[src/rtl/shift_seq_ctrl.sv]
// Load/shift sequencer: accepts a word, loads it into an external shift register,
// shifts it out while capturing the serial output. Optional macro: SHIFT_SEQ_LOOPCHK_EN.
module shift_seq_ctrl #(
  parameter int WIDTH = 3
) (
  input  logic             clk,
  input  logic             clrn,
  input  logic             start_valid,
  output logic             start_ready,
  input  logic [WIDTH-1:0] tx_word,
  input  logic             sin,
  output logic             load,
  output logic             di,
  output logic [WIDTH-1:0] d,
  input  logic             do_in,
  output logic [WIDTH-1:0] rx_word,
  output logic             rx_valid,
  input  logic             rx_ready,
  output logic             busy,
  output logic             err
);

  localparam int CNT_W = $clog2(WIDTH);
  localparam logic [CNT_W-1:0] CNT_LAST = CNT_W'(WIDTH - 1);

  typedef enum logic [1:0] {
    IDLE  = 2'd0,
    LOAD  = 2'd1,
    SHIFT = 2'd2,
    DONE  = 2'd3
  } state_t;

  state_t           state_q, state_d;
  logic [WIDTH-1:0] tx_q;
  logic [WIDTH-1:0] rx_q;
  logic [CNT_W-1:0] cnt_q;

  always_ff @(posedge clk or negedge clrn) begin
    if (!clrn) state_q <= IDLE;
    else       state_q <= state_d;
  end

  always_comb begin
    state_d = state_q;
    case (state_q)
      IDLE:    if (start_valid)      state_d = LOAD;
      LOAD:                          state_d = SHIFT;
      SHIFT:   if (cnt_q == CNT_LAST) state_d = DONE;
      DONE:    if (rx_ready)         state_d = IDLE;
      default:                       state_d = IDLE;
    endcase
  end

  // cnt saturates on the last shift edge so it never wraps for power-of-two widths
  always_ff @(posedge clk or negedge clrn) begin
    if (!clrn) begin
      tx_q  <= '0;
      rx_q  <= '0;
      cnt_q <= '0;
    end else begin
      case (state_q)
        IDLE: begin
          if (start_valid) begin
            tx_q  <= tx_word;
            rx_q  <= '0;
            cnt_q <= '0;
          end
        end
        SHIFT: begin
          rx_q <= {rx_q[WIDTH-2:0], do_in};
          if (cnt_q != CNT_LAST) cnt_q <= cnt_q + 1'b1;
        end
        default: ;
      endcase
    end
  end

  assign start_ready = (state_q == IDLE);
  assign load        = (state_q == LOAD);
  assign di          = (state_q == SHIFT) & sin;
  assign d           = tx_q;
  assign rx_word     = rx_q;
  assign rx_valid    = (state_q == DONE);
  assign busy        = (state_q != IDLE);

`ifdef SHIFT_SEQ_LOOPCHK_EN
  // compare against the value rx takes on the final shift edge, held through DONE
  logic err_q;
  always_ff @(posedge clk or negedge clrn) begin
    if (!clrn) begin
      err_q <= 1'b0;
    end else if (state_q == SHIFT && state_d == DONE) begin
      err_q <= ({rx_q[WIDTH-2:0], do_in} != tx_q);
    end else if (state_q == DONE && state_d != DONE) begin
      err_q <= 1'b0;
    end
  end
  assign err = err_q;
`else
  assign err = 1'b0;
`endif

endmodule

[config.mk]
export PLATFORM = sky130hd
export DESIGN_NAME = shift_seq_ctrl
export DESIGN_NICKNAME = d
export VERILOG_FILES = /design/src/rtl/shift_seq_ctrl.sv
export SDC_FILE = /design/constraint.sdc
export NUM_CORES = 1
export LEC_CHECK = 0
export CORE_MARGIN = 1
export CORE_UTILIZATION = 30
export CTS_BUF_LIST = sky130_fd_sc_hd__clkbuf_16
export DETAILED_ROUTE_END_ITERATION = 12
export GPL_ROUTABILITY_DRIVEN = 0
export SETUP_SLACK_MARGIN = 0.15
export SYNTH_ARGS = -nofsm -noshare
export SYNTH_HDL_FRONTEND = slang
export SYNTH_SLANG_ARGS = --single-unit
[constraint.sdc]
create_clock -name clk -period 3.1 [get_ports clk]
set_input_delay 0.62 -clock clk [delete_from_list [all_inputs] [get_ports clk]]
set_output_delay 0.62 -clock clk [all_outputs]
set_load 0.05 [all_outputs]
Yosys cells after proc, flatten, opt, wreduce, memory -nomap -nowiden --
Index checks and enable logic that the tools add are counted.
Storage, ports and cells: output and inout port bits 12, register bits 10
Operators by class: multiplexer cells 9, bitwise gates (word level) 1, reductions and logical operators 7, add/sub/neg operators 1, equal/unequal tests 9
Operators with widths (number):
- $mux W2 | 5
- $ne A2 B2 Y1 const B | 4
- $pmux W2 S4 | 1
- $eq A2 B2 Y1 const B | 3
- $pmux W3 S2 | 1
- $reduce_and A3 Y1 | 2
- $pmux W2 S2 | 1
- $reduce_and A2 Y1 | 2
- $reduce_bool A2 Y1 | 2
- $mux W3 | 1
- $add A2 B1 Y2 const B | 1
- $eq A2 B1 Y1 const B | 1
- $logic_not A2 Y1 | 1
- $ne A2 B1 Y1 const B | 1
- $and A1 B1 Y1 | 1

Longest topological paths before layout --
Gate-level depths: netlist (run 1).
word-level depth 3, gate-level depth with buffers 6

Worst setup path before layout (run 1) --
No wires, ideal clock.
kind register to output, from register state_q[0], to output port busy, arrival 1.415 ns, required time 2.480 ns, setup slack 1.065 ns, cell stages (with the launch flop) 4, path through dfrtp_1 inv_1 ha_1 inv_1
On the way: word-level cells in the longest chain between the ends 1
Ends and longest elaborated chain:
- from (decl) | line 33 | state_t state_q, state_d;
- from (signal assigned) | line 40 | else state_q <= state_d;
- $reduce_bool A2 Y1 | line 84 | assign busy = (state_q != IDLE);
- to (decl) | line 19 | output logic busy,
Every way passes these cells.

Final worst setup path (run 1) --
from register state_q[0], to output port di
On the way: word-level cells in the longest chain between the ends 2
Ends and longest elaborated chain:
- $eq A2 B2 Y1 | line 80 | assign di = (state_q == SHIFT) & sin;
- $and A1 B1 Y1 | line 80
- to (decl) | line 13 | output logic di,
Every way passes these cells.

==> run metrics, run 1 <==
gr usage total 0.118; Clock transition at path regs 0.04 ns; Critical Path Fanout Max 9; sequential area share after synthesis 0.460; Mapped Area 544 µm²; synth unique cells 21; Max-Slew Margin vs Limit 0.664; multi-input combinational cell area 267 µm²; global-route wire length before repair about 1600 µm; Post-CTS Setup Inserts 0; CTS H-tree depth 1; register area 250 µm²; status finished, final reports clean; final hold vios 0; most common cell after layout, fill and taps aside clkdlybuf4s50_1; r2r worst-path depth 5; fraction of registers with async set/reset 1.00; CTS Hold Bufs 0; Port Buffers 19; fillers around 160; Antenna Nets Post-Route 0; vias per std cell 4.31; RSZ-0062 raised after global routing false; type of the worst setup path reg -> out; clock buffer depth 2; fin cells 90; Total Routed Length 969 µm; worst hold path class reg -> reg; hold path cells 1; Worst Path Required about 2.5 ns; YS warnings 0; vias just under 400; CP endpoint kind primary output; ratio of cells with drive above 1 in the final layout 0.154; Main synth FF type dfrtp_1; Slew @ Worst Pin ~0.5 ns; initial antenna violation count 0; root buf cell clkbuf_16; # DRC 0; total CTS buffers 3; Synth Register Bits 10; later-pin clock latency in the skew report 0.23 ns; mean area per synthesized cell 12.1 µm²; DP Cell Count 87; Die Y 44.6 µm; Initial Utilization 0.319; largest net degree at the start of global routing 11; Tmin final 2.65 ns; initial DRC count 10; Core Area 0.00171 mm²; drt first pass iters 3; Post-synth EDFFs 0; crit start category register; vias in the first global route 373; commonest non-fill, non-tap cells in the layout 19 x clkdlybuf4s50_1, 10 x dfrtp_1, 5 x ha_1, 4 x inv_1; setup TNS 0 ns; data arrival time of the critical path 2.03 ns; setup violators final 0; nets@finish 81; DP Wirelength 734 µm; Area Growth Syn to Fin 52.2%; CTS-repair resized insts 0; Site Rows 15; Die X 44.6 µm; max-slew violation count 0; Final Skew 0.00255 ns; Mapped Cells 45; total gr overflow 0; Achievable Freq between 300 and 400 MHz; # IOs 21; CTS tree built; Die ar. a little under 0.002 mm²; n_diodes 0; clk sinks 10; period utilization 0.854; Synth Net Count 59; Max Cap Violations 0; average wire per standard cell 10.8 µm
==> flip-flops by register name (all words and copies together), names as in the netlist <==
name,flops
state_q,2
d,3
cnt_q,2
rx_word,3
==> metal layers <==
metal  GRT usage  wire length, µm  share of wire
met1       0.149              420           0.43
met2       0.174              496           0.51
met3      0.0735               52          0.054
met4      0.0182                0              0
met5           0                0              0
==> area by class of cell <==
cell class | instances | area share
sequential | 10 | 0.302
multi-input combinational | 29 | 0.322
tap | 25 | 0.0378
timing repair buffer | 19 | 0.230
inverter | 4 | 0.0181
clock buffer | 3 | 0.0906
==> path summary, 6_finish.rpt <==
kind                                              from  slack (ns)                      to
worst min register to register        d[0]$_DFFE_PN0P_        0.50        d[0]$_DFFE_PN0P_
worst max-delay path            state_q[0]$_DFFE_PN0P_        0.45                      di
max in group asynchronous                         clrn        2.09  state_q[0]$_DFFE_PN0P_
worst min-delay path                  d[0]$_DFFE_PN0P_        0.50        d[0]$_DFFE_PN0P_
min in group asynchronous                         clrn        0.70    cnt_q[1]$_DFFE_PN0P_
worst max register to register  state_q[0]$_DFFE_PN0P_        1.50  state_q[1]$_DFFE_PN0P_
==> metrics by stage <==
step	cell area, µm²	hold WS (ns)	util	setup slack (ns)
finish	828	0.497	0.485	0.452
global route	828	0.520	0.485	0.347
CTS	828	0.503	0.485	0.435
detailed placement	753	0.497	0.441	0.509
global placement	753	0.487	0.441	0.511
floorplan	544	0.324	-	1.06
==> synth_stat cells (2+ instances only) <==
library cell / count / area [µm²]
o21ai_1: 2 / 10.0
a32o_1: 3 / 30.0
nand2_1: 3 / 11.3
ha_1: 5 / 62.6
inv_1: 4 / 15.0
mux2_2: 3 / 33.8
dfrtp_1: 10 / 250
a22o_1: 2 / 17.5
==> worst max-delay path, stage by stage, from the launching register on <==
cell and delay [ns]:
dfrtp_1 0.40, inv_1 0.09, ha_1 0.33, and2_1 0.18
clkdlybuf4s50_1 0.80
==> kinds of logic after synthesis <==
family	after synthesis	synth area share
DFF	10	0.460
AOI/OAI and AO/OA	9	0.138
adders and majority gates	5	0.115
other	1	0.00689
and+or+nand+nor	10	0.140
muxes	4	0.0896
buffers and inverters	6	0.0506
Power of run 1 is left out: the tool's default activity adds up to more than one toggle a clock period on the data nets, which glitch-free logic cannot reach.
==> inputs of run 2 (changes only) <==
--- a/config.mk
+++ b/config.mk
@@ -11,6 +11,7 @@
 export DETAILED_ROUTE_END_ITERATION = 12
 export GPL_ROUTABILITY_DRIVEN = 0
 export SETUP_SLACK_MARGIN = 0.15
+export SKIP_CTS_REPAIR_TIMING = 1
 export SYNTH_ARGS = -nofsm -noshare
 export SYNTH_HDL_FRONTEND = slang
 export SYNTH_SLANG_ARGS = --single-unit
==> results of run 2 <==
Final layout, timing and power as in run 1 (identical DEF).
Power of run 2 is left out for the same reason.
==> inputs of run 3 (changes only) <==
--- a/config.mk
+++ b/config.mk
@@ -9,6 +9,7 @@
 export CORE_UTILIZATION = 30
 export CTS_BUF_LIST = sky130_fd_sc_hd__clkbuf_16
 export DETAILED_ROUTE_END_ITERATION = 12
+export DONT_BUFFER_PORTS = 1
 export GPL_ROUTABILITY_DRIVEN = 0
 export SETUP_SLACK_MARGIN = 0.15
 export SKIP_CTS_REPAIR_TIMING = 1
==> run 3 against run 2 <==
Worst setup slack better by 0.29 ns. First-iteration DRC count down 20%. Via count down 11%.
==> run metrics, run 3 (same netlist as run 1, synthesis figures left out) <==
vias in the first global route 306; Port Buffers 0; data arrival time of the critical path between 1.5 and 2 ns; Site Rows 15; commonest non-fill, non-tap cells in the layout 10 x dfrtp_1, 5 x ha_1, 4 x inv_1; max incr delay on CP roughly 0.60 ns; Worst Path Required 2.48 ns; Max-Slew Margin vs Limit 0.548; FF-to-FF Start state_q[0]$_DFFE_PN0P_; CP endpoint kind primary output; # DRC 0; status finished, final reports clean; DP Cell Count 68; worst hold path class in -> async; GR Layer Usage met3 0.0776; crit-path leading delay family adder cells; Max Cap Violations 0; CP Buf/Inv Count 2; worst slack at placement 0.980 ns; clk sinks 10; drt first pass iters 4; vias 346; total gr overflow 0; Setup WS post-layout 0.745 ns; # IOs 21; final hold vios 0; type of the worst setup path reg -> out; sequence of cells on the critical path inv_1 -> ha_1 -> inv_1; setup violators final 0; r2r worst-path depth 5; Slew @ Worst Pin 0.678 ns; most used cell, CP inv_1; average wire per standard cell 13.2 µm; largest net degree at the start of global routing 11; met2 usage 0.174; total CTS buffers 3; n_diodes 0; met1 Usage GRT 0.123; Tmin final 2.36 ns; Hold Slack 0.0818 ns; Clock transition at path regs 0.04 ns; nets@finish 62; Slowest-stage cell, CP ha_1; most common cell after layout, fill and taps aside dfrtp_1; vias per std cell 4.87; global-route wire length before repair 1470 µm; Core Area 0.00171 mm²; root buf cell clkbuf_16; CTS H-tree depth 1; global routing's busiest layer met2; Crit. Startpoint state_q[1]$_DFFE_PN0P_; initial DRC count 8; Die ar. 0.00199 mm²; DP Wirelength 698 µm; period utilization 0.760; Final Skew 0.00315 ns; max-slew violation count 0; Total Routed Length around 940 µm; RSZ-0062 raised after global routing false; later-pin clock latency in the skew report between 0.2 and 0.25 ns; CTS tree built; clock buffer depth 2; Initial Utilization 0.319; gr usage total 0.115; initial antenna violation count 0; r2r setup slk between 1 and 1.5 ns; Antenna Nets Post-Route 0; Critical Path Fanout Max 7; crit start category register; ratio of cells with drive above 1 in the final layout 0.217; Die Y ~45 µm; reg2reg end state_q[1]$_DFFE_PN0P_; Die X roughly 45 µm; Area Growth Syn to Fin 17.2%; fin cells 71; setup TNS 0 ns; Achievable Freq 425 MHz
[run 3: cell types whose count changed in the layout (fill, tap and decap cells not counted), sizes merged]
cell / change
clkdlybuf4s50: -19
[run 3: worst max-delay path by stage]
stage,to,slack (ns),cells past startpoint
3_3_place_gp,busy,1.00,3
2_1_floorplan,busy,1.06,3
4_1_cts,busy,0.73,3
6_report,busy,0.74,3
3_5_place_dp,busy,0.98,3
5_1_grt,busy,0.66,3
[run 3: final cells by class]
type	count	area [µm²]
Clock buffer	3	75.1
Fill cell	169	1070
Inverter	4	15.0
Multi-Input combinational cell	29	267
Sequential cell	10	250
Tap cell	25	31.3
[run 3: per-stage QoR]
| step | cell area (µm²) | utilization |
|---|---|---|
| CTS | 638 | 0.374 |
| global placement | 563 | 0.330 |
| floorplan | 544 | - |
| finish | 638 | 0.374 |
| detailed placement | 563 | 0.330 |
| global route | 638 | 0.374 |
[run 3: layer usage]
layer | up-vias | wire, µm
met2 | 8 | 521
met5 | - | 0
li1 | 162 | -
met1 | 176 | 360
met4 | 0 | 0
met3 | 0 | 56
[run 3: worst register-to-register path: cells and delay by family, from the launching register on]
family / cells / cell delay [ns]
buffers and inverters: 1 / 0.08
AND/OR/NAND/NOR: 2 / 0.53
multiplexers: 1 / 0.32
flip-flops: 1 / 0.38
adder cells (fa/ha/maj): 1 / 0.44
Power of run 3 is left out for the same reason.
